===== src/rtl/lsu_pkg.sv =====
// Shared types for the load/store unit: access-size encodings, FSM states
// and the alignment helper used when LSU_MISALIGN_TRAP_EN is defined.
package lsu_pkg;

    typedef enum logic [1:0] {
        SZ_BYTE = 2'b00,
        SZ_HALF = 2'b01,
        SZ_WORD = 2'b10,
        SZ_ILL  = 2'b11
    } lsu_size_e;

    typedef enum logic [1:0] {
        StIdle,
        StAccess,
        StCapture,
        StResp
    } lsu_state_e;

    function automatic logic lsu_misaligned(logic [1:0] size, logic [1:0] addr_lo);
        return ((size == SZ_HALF) && addr_lo[0]) ||
               ((size == SZ_WORD) && (addr_lo != 2'b00));
    endfunction

endpackage


===== src/rtl/lsu_if.sv =====
// Core-side request/response handshake of the load/store unit.
// master = core, slave = load_store_unit.
interface lsu_if;
    logic        req_valid;
    logic        req_ready;
    logic        req_we;
    logic [1:0]  req_size;
    logic        req_unsigned;
    logic [31:0] req_addr;
    logic [31:0] req_wdata;
    logic        resp_valid;
    logic        resp_ready;
    logic [31:0] resp_rdata;
    logic        resp_err;

    modport master (
        output req_valid, req_we, req_size, req_unsigned, req_addr, req_wdata, resp_ready,
        input  req_ready, resp_valid, resp_rdata, resp_err
    );

    modport slave (
        input  req_valid, req_we, req_size, req_unsigned, req_addr, req_wdata, resp_ready,
        output req_ready, resp_valid, resp_rdata, resp_err
    );
endinterface


===== src/rtl/lsu_load_ext.sv =====
// Load data extension: picks the low byte/half/word of the BRAM read data
// and sign- or zero-extends it to 32 bits.
module lsu_load_ext
    import lsu_pkg::*;
(
    input  logic [31:0] dout_i,
    input  logic [1:0]  size_i,
    input  logic        unsigned_i,
    output logic [31:0] rdata_o
);

    always_comb begin
        rdata_o = dout_i;
        case (size_i)
            SZ_BYTE: rdata_o = {{24{~unsigned_i & dout_i[7]}}, dout_i[7:0]};
            SZ_HALF: rdata_o = {{16{~unsigned_i & dout_i[15]}}, dout_i[15:0]};
            default: rdata_o = dout_i;
        endcase
    end

endmodule


===== src/rtl/load_store_unit.sv =====
// Single-outstanding load/store unit bridging a core request port to a BRAM
// with registered read data. Define LSU_MISALIGN_TRAP_EN to reject misaligned accesses.
module load_store_unit
    import lsu_pkg::*;
#(
    parameter int unsigned MEM_AW = 10
) (
    input  logic              clk,
    input  logic              rst,
    lsu_if.slave              bus,
    output logic              mem_wen,
    output logic              mem_b,
    output logic              mem_h,
    output logic              mem_u,
    output logic [MEM_AW-1:0] mem_addr,
    output logic [31:0]       mem_din,
    input  logic [31:0]       mem_dout
);

    lsu_state_e        state_q, state_d;
    logic              we_q, we_d;
    logic [1:0]        size_q, size_d;
    logic              uns_q, uns_d;
    logic              mem_wen_q, mem_wen_d;
    logic              mem_b_q, mem_b_d;
    logic              mem_h_q, mem_h_d;
    logic              mem_u_q, mem_u_d;
    logic [MEM_AW-1:0] mem_addr_q, mem_addr_d;
    logic [31:0]       mem_din_q, mem_din_d;
    logic              resp_valid_q, resp_valid_d;
    logic              resp_err_q, resp_err_d;
    logic [31:0]       resp_rdata_q, resp_rdata_d;

    logic              req_err;
    logic [31:0]       ext_rdata;

    // Requests outside the BRAM window or with the reserved size never touch memory.
    always_comb begin
        req_err = (bus.req_size == SZ_ILL) || (|bus.req_addr[31:MEM_AW]);
`ifdef LSU_MISALIGN_TRAP_EN
        req_err = req_err || lsu_misaligned(bus.req_size, bus.req_addr[1:0]);
`endif
    end

    lsu_load_ext u_load_ext (
        .dout_i    (mem_dout),
        .size_i    (size_q),
        .unsigned_i(uns_q),
        .rdata_o   (ext_rdata)
    );

    always_comb begin
        state_d      = state_q;
        we_d         = we_q;
        size_d       = size_q;
        uns_d        = uns_q;
        mem_wen_d    = 1'b0;
        mem_b_d      = mem_b_q;
        mem_h_d      = mem_h_q;
        mem_u_d      = mem_u_q;
        mem_addr_d   = mem_addr_q;
        mem_din_d    = mem_din_q;
        resp_valid_d = resp_valid_q;
        resp_err_d   = resp_err_q;
        resp_rdata_d = resp_rdata_q;

        case (state_q)
            StIdle: begin
                if (bus.req_valid) begin
                    we_d   = bus.req_we;
                    size_d = bus.req_size;
                    uns_d  = bus.req_unsigned;
                    if (req_err) begin
                        state_d      = StResp;
                        resp_valid_d = 1'b1;
                        resp_err_d   = 1'b1;
                        resp_rdata_d = '0;
                    end else begin
                        // Memory outputs are set up here so they are registered in ACCESS.
                        state_d    = StAccess;
                        mem_wen_d  = bus.req_we;
                        mem_addr_d = bus.req_addr[MEM_AW-1:0];
                        mem_b_d    = (bus.req_size == SZ_BYTE);
                        mem_h_d    = (bus.req_size == SZ_HALF);
                        mem_u_d    = bus.req_unsigned;
                        mem_din_d  = bus.req_wdata;
                    end
                end
            end
            StAccess: begin
                if (we_q) begin
                    state_d      = StResp;
                    resp_valid_d = 1'b1;
                    resp_err_d   = 1'b0;
                    resp_rdata_d = '0;
                end else begin
                    state_d = StCapture;
                end
            end
            StCapture: begin
                state_d      = StResp;
                resp_valid_d = 1'b1;
                resp_err_d   = 1'b0;
                resp_rdata_d = ext_rdata;
            end
            StResp: begin
                if (bus.resp_ready) begin
                    state_d      = StIdle;
                    resp_valid_d = 1'b0;
                    resp_err_d   = 1'b0;
                    resp_rdata_d = '0;
                end
            end
            default: state_d = StIdle;
        endcase
    end

    always_ff @(posedge clk) begin
        if (rst) begin
            state_q      <= StIdle;
            we_q         <= 1'b0;
            size_q       <= 2'b00;
            uns_q        <= 1'b0;
            mem_wen_q    <= 1'b0;
            mem_b_q      <= 1'b0;
            mem_h_q      <= 1'b0;
            mem_u_q      <= 1'b0;
            mem_addr_q   <= '0;
            mem_din_q    <= '0;
            resp_valid_q <= 1'b0;
            resp_err_q   <= 1'b0;
            resp_rdata_q <= '0;
        end else begin
            state_q      <= state_d;
            we_q         <= we_d;
            size_q       <= size_d;
            uns_q        <= uns_d;
            mem_wen_q    <= mem_wen_d;
            mem_b_q      <= mem_b_d;
            mem_h_q      <= mem_h_d;
            mem_u_q      <= mem_u_d;
            mem_addr_q   <= mem_addr_d;
            mem_din_q    <= mem_din_d;
            resp_valid_q <= resp_valid_d;
            resp_err_q   <= resp_err_d;
            resp_rdata_q <= resp_rdata_d;
        end
    end

    assign bus.req_ready  = (state_q == StIdle);
    assign bus.resp_valid = resp_valid_q;
    assign bus.resp_err   = resp_err_q;
    assign bus.resp_rdata = resp_rdata_q;

    assign mem_wen  = mem_wen_q;
    assign mem_b    = mem_b_q;
    assign mem_h    = mem_h_q;
    assign mem_u    = mem_u_q;
    assign mem_addr = mem_addr_q;
    assign mem_din  = mem_din_q;

endmodule


===== src/flat_wrapper.sv =====
// flat-port wrapper written by rule: the top's interface ports become plain ports
module load_store_unit_flat import lsu_pkg::*;
#(
    parameter int unsigned MEM_AW = 10
)
  (clk, rst, mem_wen, mem_b, mem_h, mem_u, mem_addr, mem_din, mem_dout, bus_req_valid, bus_req_we, bus_req_size, bus_req_unsigned, bus_req_addr, bus_req_wdata, bus_resp_ready, bus_req_ready, bus_resp_valid, bus_resp_rdata, bus_resp_err);
  lsu_if bus_i ();
  input  logic clk;
  input  logic rst;
  output logic mem_wen;
  output logic mem_b;
  output logic mem_h;
  output logic mem_u;
  output logic [MEM_AW-1:0] mem_addr;
  output logic [31:0] mem_din;
  input  logic [31:0] mem_dout;
  input wire logic [$bits(bus_i.req_valid)-1:0] bus_req_valid;
  input wire logic [$bits(bus_i.req_we)-1:0] bus_req_we;
  input wire logic [$bits(bus_i.req_size)-1:0] bus_req_size;
  input wire logic [$bits(bus_i.req_unsigned)-1:0] bus_req_unsigned;
  input wire logic [$bits(bus_i.req_addr)-1:0] bus_req_addr;
  input wire logic [$bits(bus_i.req_wdata)-1:0] bus_req_wdata;
  input wire logic [$bits(bus_i.resp_ready)-1:0] bus_resp_ready;
  output wire logic [$bits(bus_i.req_ready)-1:0] bus_req_ready;
  output wire logic [$bits(bus_i.resp_valid)-1:0] bus_resp_valid;
  output wire logic [$bits(bus_i.resp_rdata)-1:0] bus_resp_rdata;
  output wire logic [$bits(bus_i.resp_err)-1:0] bus_resp_err;
  assign bus_i.req_valid = bus_req_valid;
  assign bus_i.req_we = bus_req_we;
  assign bus_i.req_size = bus_req_size;
  assign bus_i.req_unsigned = bus_req_unsigned;
  assign bus_i.req_addr = bus_req_addr;
  assign bus_i.req_wdata = bus_req_wdata;
  assign bus_i.resp_ready = bus_resp_ready;
  assign bus_req_ready = bus_i.req_ready;
  assign bus_resp_valid = bus_i.resp_valid;
  assign bus_resp_rdata = bus_i.resp_rdata;
  assign bus_resp_err = bus_i.resp_err;
  load_store_unit #(.MEM_AW(MEM_AW)) u_core (.clk(clk), .rst(rst), .bus(bus_i), .mem_wen(mem_wen), .mem_b(mem_b), .mem_h(mem_h), .mem_u(mem_u), .mem_addr(mem_addr), .mem_din(mem_din), .mem_dout(mem_dout));
endmodule

===== config.mk =====
export PLATFORM = sky130hd
export DESIGN_NAME = load_store_unit_flat
export DESIGN_NICKNAME = d
export VERILOG_FILES = /design/src/rtl/lsu_pkg.sv /design/src/rtl/lsu_if.sv /design/src/rtl/lsu_load_ext.sv /design/src/rtl/load_store_unit.sv /design/src/flat_wrapper.sv
export SDC_FILE = /design/constraint.sdc
export NUM_CORES = 1
export LEC_CHECK = 0
export CORE_ASPECT_RATIO = 0.5
export CORE_MARGIN = 2
export CORE_UTILIZATION = 45
export CTS_CLUSTER_SIZE = 10
export DETAILED_ROUTE_END_ITERATION = 12
export MAX_ROUTING_LAYER = met4
export PLACE_DENSITY = 0.87
export RECOVER_POWER = 25
export SLEW_MARGIN = 15
export SYNTH_ARGS = -nofsm -noshare
export SYNTH_HDL_FRONTEND = slang
export SYNTH_SLANG_ARGS = --single-unit

===== constraint.sdc =====
create_clock -name clk -period 4.2 [get_ports clk]
set_input_delay 0.84 -clock clk [delete_from_list [all_inputs] [get_ports clk]]
set_output_delay 0.84 -clock clk [all_outputs]
set_load 0.03 [all_outputs]

Yosys cells after proc, flatten, opt, wreduce, memory -nomap -nowiden
Cells that the tools add are included.

cells by class
  mux-type cells = 18
  reductions and logical operators = 10
  bitwise logic cells = 6
  equal/unequal tests = 10

operator list
  kind                  number
  $mux W32              4
  $pmux W32 S4          1
  $pmux W32 S2          1
  $reduce_or A22 Y1     1
  $pmux W1 S4           2
  $pmux W2 S4           1
  $eq A2 B1 Y1 const B  3
  $eq A2 B2 Y1 const B  3
  $logic_not A2 Y1      3
  $mux W1               6
  $mux W2               3
  $ne A2 B1 Y1 const B  2
  $ne A2 B2 Y1 const B  2
  $not A1 Y1            4
  $reduce_and A2 Y1     2
  $reduce_and A4 Y1     1
  $reduce_or A4 Y1      1
  $reduce_and A3 Y1     1
  $and A1 B1 Y1         2
  $logic_or A1 B1 Y1    1

storage, ports and cells
  logic and storage cells = 57
  output and inout bits = 81
  input port bits = 104
  register bits = 86

Depth between registers and ports, before layout
Gate-level depths: netlist of the first run.

  word-level depth = 5
  mapped depth = 8
  gate-level depth less buffers = 6

Modules after synthesis
A second synthesis of the first run with hierarchy kept.

unflattened totals
  cells, all modules = 481
  area total of the unflattened synthesis = 4078.9 um^2

by module, submodules not included
  module           area each (um^2)  instances  sequential area each (um^2)  cells an instance
  load_store_unit  3723.6            1          1721.7                       414
  lsu_load_ext     355.3             1          0.0                          67

Worst setup path before layout of the first run
OpenSTA, ideal clock, no wires.

  kind = in2reg
  start = input bus_req_addr[11]
  end = register u_core.resp_rdata_q[10] (netlist: u_core.bus.resp_rdata[10])
  path slack = 2040 ps
  data required time = 4128 ps
  buffers on the path = 2
  setup time = 72 ps
  stages on the path = 6
  arrival time = 2088 ps
  cell sequence = nor4b_2 > nand4_1 > buf_6 > o221ai_4 > buf_8 > mux2i_1

between the ends
  word-level cells in the longest chain between the ends = 4

RTL lines
  element                      RTL line                source
  from (decl)                  flat_wrapper.sv:21      input wire logic [$bits(bus_i.req_addr)-1:0] bus_req_addr;
  $reduce_or A22 Y1            load_store_unit.sv:39   req_err = (bus.req_size == SZ_ILL) || (|bus.req_addr[31:MEM_AW]);
  $logic_or A1 B1 Y1           load_store_unit.sv:39
  $ne A2 B1 Y1 (no line)       -
  $reduce_and A4 Y1 (no line)  -
  to (signal assigned)         load_store_unit.sv:146  resp_rdata_q <= resp_rdata_d;
  to (decl)                    load_store_unit.sv:32   logic [31:0] resp_rdata_q, resp_rdata_d;

Every way passes these cells.
A chain may end at the register's enable or synchronous reset.

Worst setup path after layout of the first run
  start = input bus_resp_ready
  end = register u_core.resp_valid_q (netlist: u_core.bus.resp_valid)

between the ends
  word-level cells in the longest chain between the ends = 2

RTL lines
  element                      RTL line                source
  from (decl)                  flat_wrapper.sv:23      input wire logic [$bits(bus_i.resp_ready)-1:0] bus_resp_ready;
  $ne A2 B2 Y1 (no line)       -
  $reduce_and A4 Y1 (no line)  -
  to (signal assigned)         load_store_unit.sv:144  resp_valid_q <= resp_valid_d;
  to (decl)                    load_store_unit.sv:30   logic resp_valid_q, resp_valid_d;

Every way passes these cells.

==> impl_metrics.env, run 1 <==
export IMPL_status="complete, but fails checks"
export IMPL_violations="capacitance limit, slew limit"
export IMPL_cts_root_buffer="clkbuf_16"
export IMPL_powerDensity_mw_per_mm2=435.4
export IMPL_ys_flop_type="dfxtp_1"
export IMPL_yosysTopAreaCellShare_pct=43.37
export IMPL_clk_pin_slew_ns=0.06
export IMPL_dpl_hpwl_um=7886
export IMPL_drt_iter0_drc=352
export IMPL_final_area_sq_mm=0.006106
export IMPL_cts_buffers=9
export IMPL_hold_path_endpoint="u_core.bus.resp_rdata[26]"
export IMPL_path_max_fanout=18
export IMPL_r2r_start="u_core.state_q[1]"
export IMPL_worst_pin_slew_ns=2.190
export IMPL_drive_above_1_share_pct=5.556
export IMPL_cts_resized=0
export IMPL_cts_num_sinks=86
export IMPL_hold_depth=2
export IMPL_internal_power_mw=1.838
export IMPL_port_buffers=184
export IMPL_synthCells=455
export IMPL_slowest_delay_ns=1.02
export IMPL_leakagePower_nw=2.220
export IMPL_rsz0062_at_grt="false"
export IMPL_reg2reg_setup_slack_ns=1.25
export IMPL_diodes=0
export IMPL_crit_path_start_kind="primary input"
export IMPL_hp_start="u_core.bus.resp_rdata[26]"
export IMPL_postCtsSetupBuffers=0
export IMPL_finalMaxSlewViolations=49
export IMPL_htreeDepth=3
export IMPL_cts_tree="done"
export IMPL_wl_per_cell_um=16.37
export IMPL_arrival_ns=3.22
export IMPL_grt_use_total_pct=24.98
export IMPL_placed_area_sq_mm=0.005789
export IMPL_synth_edf_count=0
export IMPL_cp_required_ns=4.41
export IMPL_die_h_um=70.42
export IMPL_initial_utilization_pct=45.91
export IMPL_setup_viol=0
export IMPL_yosysSeqAreaShare_pct=43.37
export IMPL_chipWidth_um=136.8
export IMPL_synth_cell_area_sq_mm=0.003970
export IMPL_end_kind="register"
export IMPL_cp_top_family="compound AO/OA/AOI/OAI gates"
export IMPL_syn_num_nets=563
export IMPL_io_pins=185
export IMPL_grt_max_degree=51
export IMPL_vias=3997
export IMPL_reg2reg_to="u_core.bus.resp_valid"
export IMPL_drv_cap=1
export IMPL_synthTopCellsByArea="dfxtp_1 43%, mux2i_1 8.8%, o31ai_1 8.1%"
export IMPL_path_buf_inv=2
export IMPL_p_sw_mw=0.8207
export IMPL_hp_class="register to register"
export IMPL_hold_viol_final=0
export IMPL_first_pass_iters=5
export IMPL_ys_ff_latch=86
export IMPL_area_growth_pct=53.80
export IMPL_clock_fmax_mhz=332.3
export IMPL_synthArstFlopShare_pct=0
export IMPL_overflow=0
export IMPL_finClkSkew_ns=0.004704
export IMPL_antenna_found_initial=0
export IMPL_mostFrequentLayoutCell="clkdlybuf4s50_1"
export IMPL_route_detailed_vias_per_inst=5.483
export IMPL_insertion_delay_ns=0.33
export IMPL_yosysTopAreaCell="dfxtp_1"
export IMPL_period_minus_slack_ns=3.009
export IMPL_yosysWarningCount=0
export IMPL_ant_nets=0
export IMPL_rr_worst_depth=5
export IMPL_crit_slowest_cell="o221a_1"
export IMPL_clkPwrFrac_pct=32.9
export IMPL_final_setup_tns_ns=0
export IMPL_slew_headroom_pct=-46.02
export IMPL_ys_types=37
export IMPL_switching_share_pct=30.87
export IMPL_p_seq_share_pct=35.7
export IMPL_rows=24
export IMPL_irDropWorstVdd_mv=0.2620
export IMPL_clk_path_buf_depth=2
export IMPL_syn_area_per_cell_sq_um=8.725
export IMPL_dieArea_sq_mm=0.009635
export IMPL_grt_pass1_vias=3770
export IMPL_cts_hold_buf=0
export IMPL_grt_pass1_wl_um=18710
export IMPL_drc=0
export IMPL_combPwrFrac_pct=31.3
export IMPL_gp_congestion=0.8030
export IMPL_layout_common_cells="146 x clkdlybuf4s50_1, 86 x dfxtp_1, 65 x nand2_1"
export IMPL_crit_chain="clkdlybuf4s50_1 -> inv_1 -> a22oi_1 -> o221a_1 -> mux2_1"
export IMPL_finalWirelength_um=11930
export IMPL_fin_crit_sh_pct=71.64
export IMPL_worst_setup_path_type="primary input to register"
export IMPL_nets=715
export IMPL_core_area_sq_mm=0.008648
==> per-stage QoR <==
stage / hold WS (ns) / worst slack, ns / power [mW] / util (%) / instances
2_1_floorplan: 0.4465 / 2.040 / 1.543 / - / 455
3_3_place_gp: 0.4432 / 1.029 / 1.801 / 66.94 / 713
3_5_place_dp: 0.4496 / 0.9705 / 1.817 / 66.94 / 713
4_1_cts: 0.4607 / 1.297 / 2.690 / 70.82 / 729
5_1_grt: 0.4667 / 1.014 / 2.774 / 70.60 / 729
6_report: 0.4597 / 1.191 / 2.659 / 70.60 / 729
==> routing by layer <==
metal  routed length (um)  part of all wire (%)  GRT usage (%)  up-vias
met5                    0                     0              -        -
met1                 5018                    42          30.03     1879
met2                 6023                    50          42.33      128
met3                  581                   4.9          4.430       27
li1                     -                     -              -     1963
met4                  307                   2.6          8.706        0
==> cell families (layout without fill, tap and decap cells) <==
logic type                 count (synthesis)  in the layout  synth area share, %
and+or+nand+nor                          164            164                22.09
AOI/OAI and AO/OA                        107            107                17.62
DFF                                       86             86                43.37
adders and majority gates                  4              4                1.261
buffers and inverters                     57            214                6.272
muxes                                     37             37                9.392
==> flip-flops by register name (all words and copies together), names as in the netlist <==
| signal | flops |
|---|---|
| u_core.we_q | 1 |
| u_core.state_q | 2 |
| u_core.bus.resp_err | 1 |
| u_core.mem_wen | 1 |
| u_core.bus.resp_rdata | 32 |
| u_core.mem_h | 1 |
| u_core.uns_q | 1 |
| u_core.mem_u | 1 |
| u_core.mem_addr | 10 |
| u_core.mem_din | 32 |
| u_core.mem_b | 1 |
| u_core.bus.resp_valid | 1 |
| u_core.size_q | 2 |
==> worst reg2reg max path, stage by stage, from the launching register on <==
cell     delay (ns)
dfxtp_1        0.41
inv_1          0.09
ha_1           0.34
a22oi_1        0.58
o221a_1        1.02
mux2_1         0.39
==> synthesized netlist by cell type, types with 2 or more instances <==
cell type and number:
nor3_1 2, o21ai_0 8, nand2_1 65, mux2i_1 35, dfxtp_1 86, ha_1 4
buf_6 2, inv_1 4, nand4_1 44, buf_2 4, a21oi_1 48, nand3_1 21
nor2b_1 3, and3_1 2, o31ai_1 43, inv_2 2, nand2b_1 17, nor4_2 4
buf_1 5, mux2_1 2, clkbuf_1 38
==> cell type report <==
type | instances | area, sq um
Sequential cell | 86 | 1722
Inverter | 6 | 22.52
Multi-Input combinational cell | 312 | 1993
Tap cell | 117 | 146.4
Clock buffer | 13 | 270.3
Clock inverter | 3 | 65.06
Fill cell | 690 | 2542
Timing Repair Buffer | 192 | 1887
==> how the worst max path moves through the flow <==
stage / start / end / slack, ns / cells after the start
4_1_cts: u_core.state_q[0] / u_core.bus.resp_rdata[4] / 1.30 / 7
5_1_grt: bus_req_valid / u_core.we_q / 1.01 / 5
3_5_place_dp: bus_req_addr[11] / u_core.bus.resp_rdata[4] / 0.97 / 6
3_3_place_gp: bus_req_addr[11] / u_core.bus.resp_rdata[2] / 1.03 / 6
6_report: bus_resp_ready / u_core.bus.resp_valid / 1.19 / 5
2_1_floorplan: bus_req_addr[11] / u_core.bus.resp_rdata[10] / 2.04 / 6
==> power by group through the flow <==
stage               clock network (mW)  logic (mW)  registers [mW]
floorplan                            0       0.485            1.06
global placement                     0       0.838           0.962
detailed placement                   0       0.850           0.967
CTS                              0.885       0.855           0.951
global route                     0.923       0.894           0.958
finish                           0.876       0.833           0.949
Power figures use the tool's default switching activity.
==> inputs of run 2 (changes only) <==
--- a/config.mk
+++ b/config.mk
@@ -7,11 +7,11 @@
 export LEC_CHECK = 0
 export CORE_ASPECT_RATIO = 0.5
 export CORE_MARGIN = 2
-export CORE_UTILIZATION = 45
+export CORE_UTILIZATION = 41
 export CTS_CLUSTER_SIZE = 10
 export DETAILED_ROUTE_END_ITERATION = 12
 export MAX_ROUTING_LAYER = met4
-export PLACE_DENSITY = 0.87
+export PLACE_DENSITY = 0.8
 export RECOVER_POWER = 25
 export SLEW_MARGIN = 15
 export SYNTH_ARGS = -nofsm -noshare
==> constraint.sdc (replaced) <==
create_clock -name clk -period 2.95 [get_ports clk]
set_input_delay 0.59 -clock clk [delete_from_list [all_inputs] [get_ports clk]]
set_output_delay 0.59 -clock clk [all_outputs]
set_load 0.03 [all_outputs]
==> impl_metrics.env, run 2 (same netlist as run 1, synthesis figures left out) <==
export IMPL_hold_viol_final=0
export IMPL_arrival_ns=2.79
export IMPL_crit_path_start_kind="register"
export IMPL_rr_worst_depth=7
export IMPL_reg2reg_to="u_core.bus.resp_rdata[27]"
export IMPL_first_pass_iters=6
export IMPL_finalWirelength_um=11980
export IMPL_cts_buffers=9
export IMPL_setup_viol=0
export IMPL_gp_congestion=0.7575
export IMPL_cts_root_buffer="clkbuf_16"
export IMPL_wl_per_cell_um=15.91
export IMPL_crit_slowest_cell="a22oi_1"
export IMPL_cp_required_ns=3.21
export IMPL_hold_path_endpoint="u_core.bus.resp_rdata[9]"
export IMPL_drt_iter0_drc=271
export IMPL_finalMaxSlewViolations=0
export IMPL_layout_common_cells="146 x clkdlybuf4s50_1, 86 x dfxtp_1, 65 x nand2_1"
export IMPL_cts_hold_buf=0
export IMPL_vias=4012
export IMPL_fin_crit_sh_pct=85.80
export IMPL_path_max_fanout=17
export IMPL_final_setup_tns_ns=0
export IMPL_io_pins=185
export IMPL_slew_headroom_pct=40.78
export IMPL_worst_pin_slew_ns=0.8871
export IMPL_reg2reg_setup_slack_ns=0.42
export IMPL_worst_setup_path_type="register to register"
export IMPL_leakagePower_nw=2.251
export IMPL_hp_class="register to register"
export IMPL_mostFrequentLayoutCell="clkdlybuf4s50_1"
export IMPL_end_kind="register"
export IMPL_finClkSkew_ns=0.005044
export IMPL_path_buf_inv=3
export IMPL_rows=25
export IMPL_ant_nets=0
export IMPL_drc=0
export IMPL_grt_pass1_vias=3852
export IMPL_grt_use_total_pct=22.95
export IMPL_postCtsSetupBuffers=0
export IMPL_clock_fmax_mhz=395.1
export IMPL_port_buffers=184
export IMPL_antenna_found_initial=0
export IMPL_grt_pass1_wl_um=18770
export IMPL_cts_resized=0
export IMPL_route_detailed_vias_per_inst=5.328
export IMPL_drive_above_1_share_pct=6.634
export IMPL_htreeDepth=3
export IMPL_clk_pin_slew_ns=0.06
export IMPL_cts_num_sinks=86
export IMPL_nets=721
export IMPL_grt_max_degree=49
export IMPL_insertion_delay_ns=0.33
export IMPL_cp_top_family="compound AO/OA/AOI/OAI gates"
export IMPL_dpl_hpwl_um=8035
export IMPL_clk_path_buf_depth=2
export IMPL_initial_utilization_pct=42.17
export IMPL_period_minus_slack_ns=2.531
export IMPL_area_growth_pct=55.88
export IMPL_place_ws_ns=0.2632
export IMPL_hold_depth=2
export IMPL_die_h_um=73.58
export IMPL_status="completed"
export IMPL_cts_tree="done"
export IMPL_powerDensity_mw_per_mm2=616.3
export IMPL_diodes=0
export IMPL_irDropWorstVdd_mv=0.3911
export IMPL_setup_slack_ns=0.4190
export IMPL_crit_chain="inv_1 -> ha_1 -> clkbuf_1 -> a22oi_1 -> o221a_1 -> buf_4 -> mux2i_1"
export IMPL_dieArea_sq_mm=0.01053
export IMPL_overflow=0
export IMPL_core_area_sq_mm=0.009415
export IMPL_hp_start="u_core.bus.resp_rdata[9]"
export IMPL_rsz0062_at_grt="false"
export IMPL_chipWidth_um=143.2
export IMPL_r2r_start="u_core.state_q[0]"
export IMPL_slowest_delay_ns=0.57
export IMPL_drv_cap=0
[run 2: cell count changes in the layout (fill, tap and decap cells not counted)]
cell | before | now
inv_6 | 0 | 1
buf_4 | 7 | 11
clkinvlp_4 | 0 | 1
buf_2 | 1 | 2
buf_12 | 0 | 2
clkbuf_1 | 3 | 2
clkbuf_8 | 3 | 1
[run 2: power breakdown]
part	switching (mW)	internal, mW	total [mW]	leakage [nW]
Clock	0.455	0.767	1.22	0.156
Sequential	0.0808	1.27	1.35	0.696
Combinational	0.671	0.574	1.25	1.40
[run 2: cell type report]
type | instances | area (sq um)
multi-input combinational | 312 | 1993
clock inverter | 5 | 81.33
fill | 812 | 3227
clock buffer | 11 | 242.7
inverter | 6 | 22.52
sequential | 86 | 1722
timing repair buffer | 198 | 1958
tap | 135 | 168.9
[run 2: layer usage]
layer / vias up / track usage [%] / routed length, um
li1: 1981 / - / -
met1: 1879 / 27.42 / 5041
met2: 131 / 38.92 / 6113
met3: 21 / 5.867 / 628
met4: 0 / 6.491 / 200
met5: - / - / 0
[run 2: how the worst max path moves through the flow]
stage                      start                   endpoint  slack, ns  depth (start not counted)
4_1_cts         bus_req_addr[11]         u_core.mem_din[12]       0.61                          6
3_3_place_gp    bus_req_addr[11]         u_core.mem_din[29]       0.35                          6
5_1_grt        u_core.state_q[0]  u_core.bus.resp_rdata[27]       0.28                          7
3_5_place_dp    bus_req_addr[11]         u_core.mem_din[12]       0.26                          6
2_1_floorplan  u_core.state_q[0]  u_core.bus.resp_rdata[10]       0.86                          8
6_report       u_core.state_q[0]  u_core.bus.resp_rdata[27]       0.42                          7
[run 2: worst reg2reg max path, cell delays in order (launching register included)]
cell,delay (ns)
dfxtp_1,0.38
inv_1,0.12
ha_1,0.25
clkbuf_1,0.24
a22oi_1,0.57
o221a_1,0.34
buf_4,0.31
mux2i_1,0.25
[run 2: metrics by stage]
| step | hold WS [ns] | cell area [sq um] | total power, mW | instances | util (%) |
|---|---|---|---|---|---|
| after floorplan | 0.4465 | 3970 | 2.196 | 455 | - |
| after global placement | 0.4426 | 5882 | 2.633 | 737 | 62.47 |
| after detailed placement | 0.4488 | 5882 | 2.651 | 737 | 62.47 |
| after CTS | 0.4596 | 6206 | 3.882 | 753 | 65.91 |
| after global routing | 0.4686 | 6188 | 3.977 | 753 | 65.73 |
| final | 0.4516 | 6188 | 3.814 | 753 | 65.73 |
==> inputs of run 3 (changes only) <==
--- a/config.mk
+++ b/config.mk
@@ -7,13 +7,15 @@
 export LEC_CHECK = 0
 export CORE_ASPECT_RATIO = 0.5
 export CORE_MARGIN = 2
-export CORE_UTILIZATION = 41
+export CORE_UTILIZATION = 42
 export CTS_CLUSTER_SIZE = 10
 export DETAILED_ROUTE_END_ITERATION = 12
+export GPL_TIMING_DRIVEN = 0
 export MAX_ROUTING_LAYER = met4
-export PLACE_DENSITY = 0.8
+export PLACE_DENSITY = 0.81
 export RECOVER_POWER = 25
 export SLEW_MARGIN = 15
 export SYNTH_ARGS = -nofsm -noshare
 export SYNTH_HDL_FRONTEND = slang
+export SYNTH_HIERARCHICAL = 1
 export SYNTH_SLANG_ARGS = --single-unit
==> constraint.sdc (replaced) <==
create_clock -name clk -period 2.4 [get_ports clk]
set_input_delay 0.48 -clock clk [delete_from_list [all_inputs] [get_ports clk]]
set_output_delay 0.48 -clock clk [all_outputs]
set_load 0.03 [all_outputs]
==> impl_metrics.env, run 3 <==
export IMPL_grt_use_total_pct=24.88
export IMPL_yosysSeqAreaShare_pct=42.21
export IMPL_finClkSkew_ns=0.005463
export IMPL_arrival_ns=2.59
export IMPL_gp_congestion=0.8568
export IMPL_grt_max_degree=13
export IMPL_synthTopCellsByArea="dfxtp_1 42%, nand2_1 9.0%, mux2i_1 8.3%"
export IMPL_htreeDepth=3
export IMPL_period_minus_slack_ns=2.330
export IMPL_fin_crit_sh_pct=97.08
export IMPL_initial_utilization_pct=43.18
export IMPL_drive_above_1_share_pct=8.889
export IMPL_finalWirelength_um=12930
export IMPL_chipWidth_um=143.4
export IMPL_final_setup_tns_ns=0
export IMPL_powerDensity_mw_per_mm2=750.3
export IMPL_slew_headroom_pct=59.94
export IMPL_synth_most_common_cell="nand2_1"
export IMPL_die_h_um=73.69
export IMPL_drv_cap=0
export IMPL_hp_start="mem_dout[5]"
export IMPL_syn_area_per_cell_sq_um=8.480
export IMPL_yosysWarningCount=6
export IMPL_holdWs_ns=0.3938
export IMPL_synthArstFlopShare_pct=0
export IMPL_synth_cell_area_sq_mm=0.004079
export IMPL_yosysTopAreaCellShare_pct=42.21
export IMPL_port_buffers=176
export IMPL_rr_worst_depth=8
export IMPL_drt_met1_wl_um=5698
export IMPL_setup_viol=0
export IMPL_synthCells=481
export IMPL_worst_setup_path_type="primary input to register"
export IMPL_cts_root_buffer="clkbuf_16"
export IMPL_ys_types=38
export IMPL_hold_depth=3
export IMPL_route_met3_wl_um=754
export IMPL_drc=0
export IMPL_cp_required_ns=2.66
export IMPL_vias=4368
export IMPL_fillers=768
export IMPL_grt_pass1_wl_um=20220
export IMPL_finalMaxSlewViolations=0
export IMPL_mostFrequentLayoutCell="clkdlybuf4s50_1"
export IMPL_synth_edf_count=0
export IMPL_placed_area_sq_mm=0.006010
export IMPL_cts_tree="done"
export IMPL_insertion_delay_ns=0.33
export IMPL_clk_path_buf_depth=2
export IMPL_cts_buffers=9
export IMPL_final_area_sq_mm=0.006359
export IMPL_end_kind="register"
export IMPL_layout_common_cells="140 x clkdlybuf4s50_1, 98 x nand2_1, 85 x dfxtp_1"
export IMPL_grt_pass1_vias=4102
export IMPL_path_max_fanout=10
export IMPL_leakagePower_nw=2.347
export IMPL_syn_num_nets=589
export IMPL_rows=25
export IMPL_reg2reg_to="u_core/mem_din[16]"
export IMPL_slowest_delay_ns=0.40
export IMPL_first_pass_iters=5
export IMPL_hp_class="primary input to register"
export IMPL_io_pins=185
export IMPL_synth_commonest_cells="98 x nand2_1, 86 x dfxtp_1, 48 x a21oi_1, 43 x nand4_1, 43 x o31ai_1"
export IMPL_dr_max_layer_used="met4"
export IMPL_dieArea_sq_mm=0.01056
export IMPL_ys_ff_latch=86
export IMPL_antenna_found_initial=0
export IMPL_drt_iter0_drc=292
export IMPL_status="completed"
export IMPL_area_growth_pct=55.89
export IMPL_overflow=0
export IMPL_crit_slowest_cell="clkdlybuf4s50_1"
export IMPL_irDropWorstVdd_mv=0.3307
export IMPL_route_detailed_vias_per_inst=5.393
export IMPL_nets=780
export IMPL_rsz0062_at_grt="true"
export IMPL_ant_nets=0
export IMPL_crit_path_start_kind="primary input"
export IMPL_worst_pin_slew_ns=0.5960
export IMPL_crit_chain="clkdlybuf4s50_1 -> nor4_1 -> and3_1 -> clkbuf_1 -> buf_1 -> nand4_1 -> a21oi_1"
export IMPL_core_area_sq_mm=0.009447
export IMPL_wl_per_cell_um=15.97
export IMPL_clock_fmax_mhz=429.2
export IMPL_yosysTopAreaCell="dfxtp_1"
export IMPL_cts_num_sinks=86
export IMPL_hold_viol_final=0
export IMPL_dpl_hpwl_um=9269
export IMPL_r2r_start="u_core/state_q[1]"
export IMPL_met2_length_um=6217
export IMPL_reg2reg_setup_slack_ns=0.15
export IMPL_clk_pin_slew_ns=0.06
export IMPL_diodes=0
export IMPL_hold_path_endpoint="u_core/bus.resp_rdata[5]"
export IMPL_ys_flop_type="dfxtp_1"
[run 3: cell count changes after synthesis, sizes merged]
| cell | before | now |
|---|---|---|
| a31oi | 0 | 1 |
| o21bai | 1 | 0 |
| o21ai | 9 | 24 |
| clkbuf | 38 | 40 |
| a211oi | 1 | 0 |
| nand2 | 65 | 98 |
| nor2 | 1 | 2 |
| nand2b | 17 | 1 |
| nand3 | 21 | 5 |
| buf | 13 | 21 |
| or2 | 0 | 1 |
| a221oi | 1 | 0 |
[run 3: through the flow]
stage	setup slack, ns	power, mW	util, %	instances
5_1_grt	-0.08582	5.008	67.31	810
4_1_cts	0.01860	4.794	66.82	808
6_report	0.07015	4.771	67.31	810
3_5_place_dp	-0.3588	3.416	63.62	792
2_1_floorplan	0.1396	2.830	-	481
3_3_place_gp	-0.3081	3.384	63.62	792
[run 3: worst max-delay path by stage]
stage | startpoint | endpoint | slack, ns | cells past startpoint
detailed placement | bus_req_addr[20] | u_core/bus.resp_rdata[20] | -0.36 | 6
global route | bus_req_addr[20] | u_core/mem_addr[6] | -0.09 | 7
global placement | bus_req_addr[20] | u_core/bus.resp_valid | -0.31 | 5
finish | bus_req_addr[20] | u_core/mem_din[16] | 0.07 | 7
floorplan | u_core/state_q[0] | u_core/bus.resp_valid | 0.14 | 7
CTS | bus_req_addr[20] | u_core/mem_b | 0.02 | 5
[run 3: cell families (layout without fill, tap and decap cells)]
kind of cell | Yosys count | in the layout | synth area share (%)
adders and majority gates | 4 | 4 | 1.227
and+or+nand+nor | 167 | 168 | 20.61
muxes | 37 | 37 | 9.233
buffers and inverters | 67 | 260 | 8.497
AOI/OAI and AO/OA | 120 | 120 | 18.22
DFF | 86 | 86 | 42.21
[run 3: final cells by class]
class	instances	area, sq um	share of cell area, %
multi-input combinational	329	2034	32.00
clock inverter	1	5.005	0.07871
tap	135	168.9	2.656
clock buffer	13	270.3	4.250
sequential	86	1723	27.10
buffer	60	330.3	5.195
timing repair buffer	180	1804	28.37
inverter	6	22.52	0.3542
[run 3: report_power, final]
group	internal [mW]	switching, mW	leakage [nW]
Combinational	0.879	0.941	1.51
Clock	0.773	0.530	0.138
Sequential	1.56	0.0890	0.696
[run 3: what timing repair did]
action | CTS | global route
pin swaps | 1 | 2
gates cloned | 0 | 1
hold buffers | 0 | 0
setup endpoints to repair | 31 | 74
resized for setup | 0 | 19
buffers inserted | 2 | 2
[run 3: critical path, delay by kind of cell]
kind	cells	cell delay (ns)
buffers and inverters	3	1.11
and+or+nand+nor	3	0.81
AOI/OAI and AO/OA	1	0.18
[run 3: layer usage]
layer	vias to the layer above	GRT usage, %
met5	-	-
met4	0	8.606
met3	26	4.433
met2	174	39.79
met1	2059	32.12
li1	2109	-
